File: src/rtl/lane_action_executor_pkg.sv
// Shared action codes and executor state encodings.
// The ALU uses the same action constants.
package lane_action_executor_pkg;

    localparam logic [15:0] ACTION_STOP     = 16'd0;
    localparam logic [15:0] ACTION_LEFT     = 16'd1;
    localparam logic [15:0] ACTION_RIGHT    = 16'd2;
    localparam logic [15:0] ACTION_CONTINUE = 16'd3;

    typedef enum logic [1:0] {
        ST_IDLE  = 2'd0,
        ST_RUN   = 2'd1,
        ST_SHIFT = 2'd2
    } state_t;

endpackage

File: src/rtl/lane_action_executor_shift_timer.sv
// lane_shift_timer: steering down-counter with load/abort.
// done is high during the final steering cycle, when the count reaches 0.
module lane_shift_timer (
    input  logic       clk,
    input  logic       rst_n,
    input  logic       load,
    input  logic       abort,
    input  logic [7:0] load_val,
    output logic       done
);

    logic [7:0] count;
    logic       active;

    always_ff @(posedge clk) begin
        if (!rst_n) begin
            count  <= 8'd0;
            active <= 1'b0;
        end else if (abort) begin
            active <= 1'b0;
        end else if (load) begin
            active <= 1'b1;
            count  <= load_val;
        end else if (active) begin
            if (count == 8'd0) active <= 1'b0;
            else               count  <= count - 8'd1;
        end
    end

    assign done = active && (count == 8'd0);

endmodule

File: src/rtl/lane_action_executor.sv
// Action-stream executor: motor/steering sequencing and car_x lane register.
// Defining WATCHDOG_EN adds an idle watchdog that forces STOP and pulses wdog_trip.
//
// state    | meaning
// ST_IDLE  | motor off, waiting for an action
// ST_RUN   | motor on, waiting for an action
// ST_SHIFT | steering active; returns to IDLE/RUN per run_flag
module lane_action_executor
    import lane_action_executor_pkg::*;
#(
    parameter int MOVE_CYCLES = 4,
    parameter int X_INIT      = 7,
    parameter int X_MAX       = 15
`ifdef WATCHDOG_EN
  , parameter int WDOG_CYCLES = 256
`endif
) (
    input  logic        clk,
    input  logic        rst_n,
    input  logic [15:0] action_in,
    input  logic        action_valid,
    output logic        action_ready,
    output logic [3:0]  car_x,
    output logic        motor_en,
    output logic        steer_left,
    output logic        steer_right,
    output logic        busy,
    output logic        edge_hit,
    output logic        dropped,
    output logic        bad_action
`ifdef WATCHDOG_EN
  , output logic        wdog_trip
`endif
);

    state_t     state, state_n;
    logic       run_flag, run_n;
    logic       dir_right, dir_n;
    logic [3:0] car_x_n;
    logic       edge_n, drop_n, bad_n;
    logic       load, abort, shift_done;
    logic       stop_req, accepted, force_stop, wdog_expire;

    assign stop_req = action_valid && (action_in == ACTION_STOP);
    assign accepted = action_valid && (action_ready || stop_req);

`ifdef WATCHDOG_EN
    logic [15:0] wdog_cnt;

    // An accepted action in the expiry cycle suppresses the trip.
    assign wdog_expire = run_flag && !accepted && (wdog_cnt == 16'(WDOG_CYCLES - 1));

    always_ff @(posedge clk) begin
        if (!rst_n) begin
            wdog_cnt  <= 16'd0;
            wdog_trip <= 1'b0;
        end else begin
            wdog_trip <= wdog_expire;
            if (!run_flag || accepted || wdog_expire) wdog_cnt <= 16'd0;
            else                                      wdog_cnt <= wdog_cnt + 16'd1;
        end
    end
`else
    assign wdog_expire = 1'b0;
`endif

    assign force_stop = stop_req || wdog_expire;

    lane_shift_timer u_timer (
        .clk      (clk),
        .rst_n    (rst_n),
        .load     (load),
        .abort    (abort),
        .load_val (8'(MOVE_CYCLES - 1)),
        .done     (shift_done)
    );

    always_comb begin
        state_n = state;
        run_n   = run_flag;
        dir_n   = dir_right;
        car_x_n = car_x;
        edge_n  = 1'b0;
        drop_n  = 1'b0;
        bad_n   = bad_action;
        load    = 1'b0;
        abort   = 1'b0;
        if (state == ST_SHIFT) begin
            if (force_stop) begin
                abort   = 1'b1;
                state_n = ST_IDLE;
                run_n   = 1'b0;
            end else begin
                if (action_valid) begin
                    drop_n = 1'b1;
                    if (action_in > ACTION_CONTINUE) bad_n = 1'b1;
                end
                if (shift_done) begin
                    car_x_n = dir_right ? car_x + 4'd1 : car_x - 4'd1;
                    state_n = run_flag ? ST_RUN : ST_IDLE;
                end
            end
        end else if (force_stop) begin
            state_n = ST_IDLE;
            run_n   = 1'b0;
        end else if (action_valid) begin
            case (action_in)
                ACTION_CONTINUE: begin
                    state_n = ST_RUN;
                    run_n   = 1'b1;
                end
                ACTION_LEFT: begin
                    if (car_x != 4'd0) begin
                        state_n = ST_SHIFT;
                        dir_n   = 1'b0;
                        load    = 1'b1;
                    end else begin
                        edge_n = 1'b1;
                    end
                end
                ACTION_RIGHT: begin
                    if (car_x < 4'(X_MAX)) begin
                        state_n = ST_SHIFT;
                        dir_n   = 1'b1;
                        load    = 1'b1;
                    end else begin
                        edge_n = 1'b1;
                    end
                end
                default: bad_n = 1'b1;
            endcase
        end
    end

    always_ff @(posedge clk) begin
        if (!rst_n) begin
            state        <= ST_IDLE;
            run_flag     <= 1'b0;
            dir_right    <= 1'b0;
            car_x        <= 4'(X_INIT);
            steer_left   <= 1'b0;
            steer_right  <= 1'b0;
            busy         <= 1'b0;
            action_ready <= 1'b1;
            edge_hit     <= 1'b0;
            dropped      <= 1'b0;
            bad_action   <= 1'b0;
        end else begin
            state        <= state_n;
            run_flag     <= run_n;
            dir_right    <= dir_n;
            car_x        <= car_x_n;
            steer_left   <= (state_n == ST_SHIFT) && !dir_n;
            steer_right  <= (state_n == ST_SHIFT) && dir_n;
            busy         <= (state_n == ST_SHIFT);
            action_ready <= (state_n != ST_SHIFT);
            edge_hit     <= edge_n;
            dropped      <= drop_n;
            bad_action   <= bad_n;
        end
    end

    assign motor_en = run_flag;

endmodule

File: config.mk
export PLATFORM = sky130hd
export DESIGN_NAME = lane_action_executor
export DESIGN_NICKNAME = d
export VERILOG_FILES = /design/src/rtl/lane_action_executor_pkg.sv /design/src/rtl/lane_action_executor_shift_timer.sv /design/src/rtl/lane_action_executor.sv
export SDC_FILE = /design/constraint.sdc
export NUM_CORES = 1
export LEC_CHECK = 0
export CORE_ASPECT_RATIO = 1.4
export CORE_MARGIN = 1.5
export CORE_UTILIZATION = 52
export CTS_BUF_LIST = sky130_fd_sc_hd__clkbuf_4
export DETAILED_ROUTE_END_ITERATION = 10
export HOLD_SLACK_MARGIN = 0.15
export PLACE_DENSITY = 0.84
export SETUP_SLACK_MARGIN = 0.4
export SLEW_MARGIN = 15
export SYNTH_ARGS = -nofsm -noshare
export SYNTH_HDL_FRONTEND = slang
export SYNTH_SLANG_ARGS = --single-unit
File: constraint.sdc
create_clock -name clk -period 2.14 [get_ports clk]
set_input_delay 0.428 -clock clk [delete_from_list [all_inputs] [get_ports clk]]
set_output_delay 0.428 -clock clk [all_outputs]
set_load 0.02 [all_outputs]
==> results.md <==
- Run status: completed
- Layout Skew: 0.00794 ns
- CP max stage cell: sky130_fd_sc_hd__nor4_1
- Worst slew margin relative to its limit: 0.687
- Origin of the critical flop-to-flop path: car_x[0]
- Wire length of the first global-routing pass: 6.59 mm
- Number of instances in the synthesized netlist: 149
- Routability congestion estimate from global placement: about 0.84
- IO buf count: 30
- Yosys Warn Count: 0
- Sequential cell area: 505 um2
- Leading registers by flop count: u_timer.count (8), car_x (4), state (2)
- Post-synthesis async set-or-reset flop share: 0
- Global-route usage over all layers: 0.303
- Top cells by area in the synthesized netlist: sky130_fd_sc_hd__dfxtp_1 35%, sky130_fd_sc_hd__nor4_4 6.2%, sky130_fd_sc_hd__a21oi_1 3.6%
- Most frequently used flop master after synthesis: sky130_fd_sc_hd__dfxtp_1
- Total power density per cell area: roughly 410 nW/um2
- Top fanout value on the critical path: 5
- Share of layout cells above drive strength 1: 0.438
- Peak ir drop on the vdd network: ~500 uV
- Rows: 21
- Synthesized netlist net count: about 170
- Vias/cell: 6.34
- Max reg flops: 8
- Layout Area Growth over Synthesis: 53.4%
- Clock-pin slew of the registers on the worst-case setup and hold paths: about 0.15 ns
- Routed vias: between 1,500 and 2,000
- First-pass DRT Iterations: 4
- Initial cell density of the core: 0.562
- Crit. End Element: register
- Req. time, crit path: ~2.4 ns
- Maximum count of clock buffers along a single path: 2
- Vertical extent of the die: roughly 64 um
- Leakage power total: 0.000868 uW
- Wire length reported by the detailed router: 5.17 mm
- Number of clock sinks seen by CTS: 24
- Die width: 46.4 um
- Clock tree from TritonCTS: yes
- Die Outline Area: 2960 um2
- Number of hold-slack violations in the final timing report: 0
- Reported max-cap violation count: 0
- Vias in the first global route: roughly 1,400
- Total number of nets in the final design: approximately 230
- Initial antenna violation count: 0
- Number of cells in the finished layout apart from fillers: ~240
- Sequential fraction of the synthesis area: 0.350
- Pin count of the biggest net entering global routing: 15
- Category of the worst setup path launch point: register
- Startpoint of the tightest hold check path: u_timer.count[6]
- Final routed wire length divided by cell count: 21.4 um
- Mean area per synthesized cell: 9.21 um2
- Post-synthesis instance area: roughly 1400 um2
- Total number of H-tree levels: 1
- Delay-heaviest family, CP: simple AND/OR/NAND/NOR gates
- Placed cells: about 220
- Number of distinct library cell variants in the gate-level netlist after synthesis: 45
- Total CTS buffers: 3
- Largest stage delay, worst path: between 0.4 and 0.5 ns
- RSZ-0062 raised after global routing: yes
- Crit-path cells: buf_4 -> nor4_1 -> and3_1 -> o21ai_2 -> a311oi_2 -> buf_4 -> and2_1
- Type of the worst setup path: register to register
- Cell at the root of the clock tree: sky130_fd_sc_hd__clkbuf_4
- Total count of max-transition violations in the final report: 0
- ANT nets after route: 0
- Maximum achievable frequency: approximately 520 MHz
- Cell area after layout: roughly 2100 um2
- Flop and latch count out of synthesis: 24
- Total of hold buffers inserted after clock tree synthesis: 0
- Number of enable-type register cells in the synthesized netlist: 0
- Total grt overflow: 0
- Half-perimeter wire length after placement: 2.82 mm
- DR DRC count: 0
- Count of inserted antenna diode cells: 0
- Area share of the largest cell type after synthesis: 0.350
- Worst path arrival time: around 2.2 ns
- Critical path startpoint: car_x[0]
- Worst skew pair latency: 0.33 ns
- Dominant cell type by count on the critical path: sky130_fd_sc_hd__buf_4
- Largest register by flop count: u_timer.count
- Filler Cells Inserted: 133
- Final period utilization: 0.899
- Cell type contributing the most total cell area after synthesis: sky130_fd_sc_hd__dfxtp_1
- Transition time of the tightest slew-check pin: about 0.46 ns
- Number of primary I/O pins: 31
- Multi-input logic area: roughly 1000 um2
- Hold Path Class: register to register
- # setup viols final: 0
- Drt initial violations: 76
- Core ar.: between 2000 and 2500 um2
- Critical path buffer and inverter count: 2
- Cell Area, Placed: roughly 1800 um2
- Time the final worst path needs with I/O delays and setup: roughly 1.9 ns
per-stage QoR:
| stage | hold WS (ns) | util | setup slack, ns | TNS [ns] | power, uW |
|---|---|---|---|---|---|
| 6_report | 0.505 | 0.862 | 0.215 | 0 | 866 |
| 5_1_grt | 0.523 | 0.862 | 0.150 | 0 | 894 |
| 4_1_cts | 0.500 | 0.802 | 0.262 | 0 | 859 |
| 3_5_place_dp | 0.469 | 0.743 | -0.269 | -3.72 | 540 |
| 3_3_place_gp | 0.466 | 0.743 | -0.195 | -2.34 | 537 |
| 2_1_floorplan | 0.465 | - | 0.342 | 0 | 484 |
Yosys cell counts (2+ instances only):
cell	number
sky130_fd_sc_hd__dfxtp_1	24
sky130_fd_sc_hd__and2_1	2
sky130_fd_sc_hd__buf_6	2
sky130_fd_sc_hd__or3_1	4
sky130_fd_sc_hd__a31oi_1	4
sky130_fd_sc_hd__a21oi_1	10
sky130_fd_sc_hd__o31ai_1	6
sky130_fd_sc_hd__nor3b_1	3
sky130_fd_sc_hd__buf_2	3
sky130_fd_sc_hd__inv_1	10
sky130_fd_sc_hd__nor2_1	8
sky130_fd_sc_hd__or4_1	6
sky130_fd_sc_hd__nor4_4	4
sky130_fd_sc_hd__nand3_1	2
sky130_fd_sc_hd__ha_1	4
sky130_fd_sc_hd__o22ai_1	2
sky130_fd_sc_hd__nor3_1	6
sky130_fd_sc_hd__nand2_1	10
sky130_fd_sc_hd__a21o_1	2
sky130_fd_sc_hd__and4_1	2
sky130_fd_sc_hd__o211ai_1	2
sky130_fd_sc_hd__nor4_1	2
sky130_fd_sc_hd__o21a_1	2
sky130_fd_sc_hd__xnor2_1	2
sky130_fd_sc_hd__nand2b_1	2
sky130_fd_sc_hd__o21ai_0	6
worst min-delay path, delay by kind of cell, from the launching register on:
family         cells  cell delay, ns
flip-flops         1            0.36
AO/OA/AOI/OAI      2            0.12
final cells by class:
cell class | instances | area share
clock buffers | 3 | 0.0107
clock inverters | 1 | 0.0143
well taps | 34 | 0.0202
inverters | 10 | 0.0178
repair buffers | 59 | 0.234
multi-input cells | 111 | 0.463
flip-flops and latches | 24 | 0.240
layout by cell type, fill, tap and decap left out, types with 4 or more instances in the layout:
master / instances
sky130_fd_sc_hd__nor4_4: 4
sky130_fd_sc_hd__o21ai_0: 5
sky130_fd_sc_hd__or4_1: 5
sky130_fd_sc_hd__dfxtp_2: 8
sky130_fd_sc_hd__buf_6: 4
sky130_fd_sc_hd__clkbuf_2: 10
sky130_fd_sc_hd__a31oi_1: 4
sky130_fd_sc_hd__inv_1: 8
sky130_fd_sc_hd__dfxtp_1: 12
sky130_fd_sc_hd__buf_4: 24
sky130_fd_sc_hd__clkdlybuf4s15_1: 4
sky130_fd_sc_hd__nor2_1: 7
sky130_fd_sc_hd__dfxtp_4: 4
sky130_fd_sc_hd__clkdlybuf4s50_1: 5
sky130_fd_sc_hd__dlygate4sd2_1: 8
sky130_fd_sc_hd__nor3_1: 4
sky130_fd_sc_hd__nand2_1: 9
sky130_fd_sc_hd__a21oi_1: 8
sky130_fd_sc_hd__o31ai_1: 6
where the power goes:
group	internal (uW)	switching [uW]	leakage, uW	total, uW
Clock	190	151	0.0000279	340
Combinational	36.2	46.5	0.000642	82.7
Sequential	443	0.708	0.000198	444
Total	669	198	0.000868	866
per-layer routing:
metal / vias to the layer above / track usage / part of all wire
li1: 680 / - / -
met1: 761 / 0.323 / 0.34
met2: 67 / 0.536 / 0.56
met3: 26 / 0.0480 / 0.042
met4: 0 / 0.154 / 0.051
met5: - / 0 / 0
worst paths after layout:
kind	slack [ns]	depth (start not counted)	end
hold reg to reg	0.50	2	u_timer.count[6]
hold / removal	0.50	2	u_timer.count[6]
setup / recovery	0.22	7	state[0]
setup reg to reg	0.22	7	state[0]
timing repair:
action,in CTS,in global routing
setup buffers,8,6
setup endpoints to repair,26,21
pin swaps,12,17
gates resized for setup,41,56
gates cloned,1,0
kinds of logic after synthesis:
kind of cell | count (synthesis) | synth area share
flops | 24 | 0.350
compound gates | 43 | 0.230
xor+xnor | 3 | 0.0191
mux | 1 | 0.00729
fa+ha+maj | 5 | 0.0511
buf+inv | 15 | 0.0547
simple gates | 58 | 0.288
Note: power is estimated with default switching activity, not from simulation.
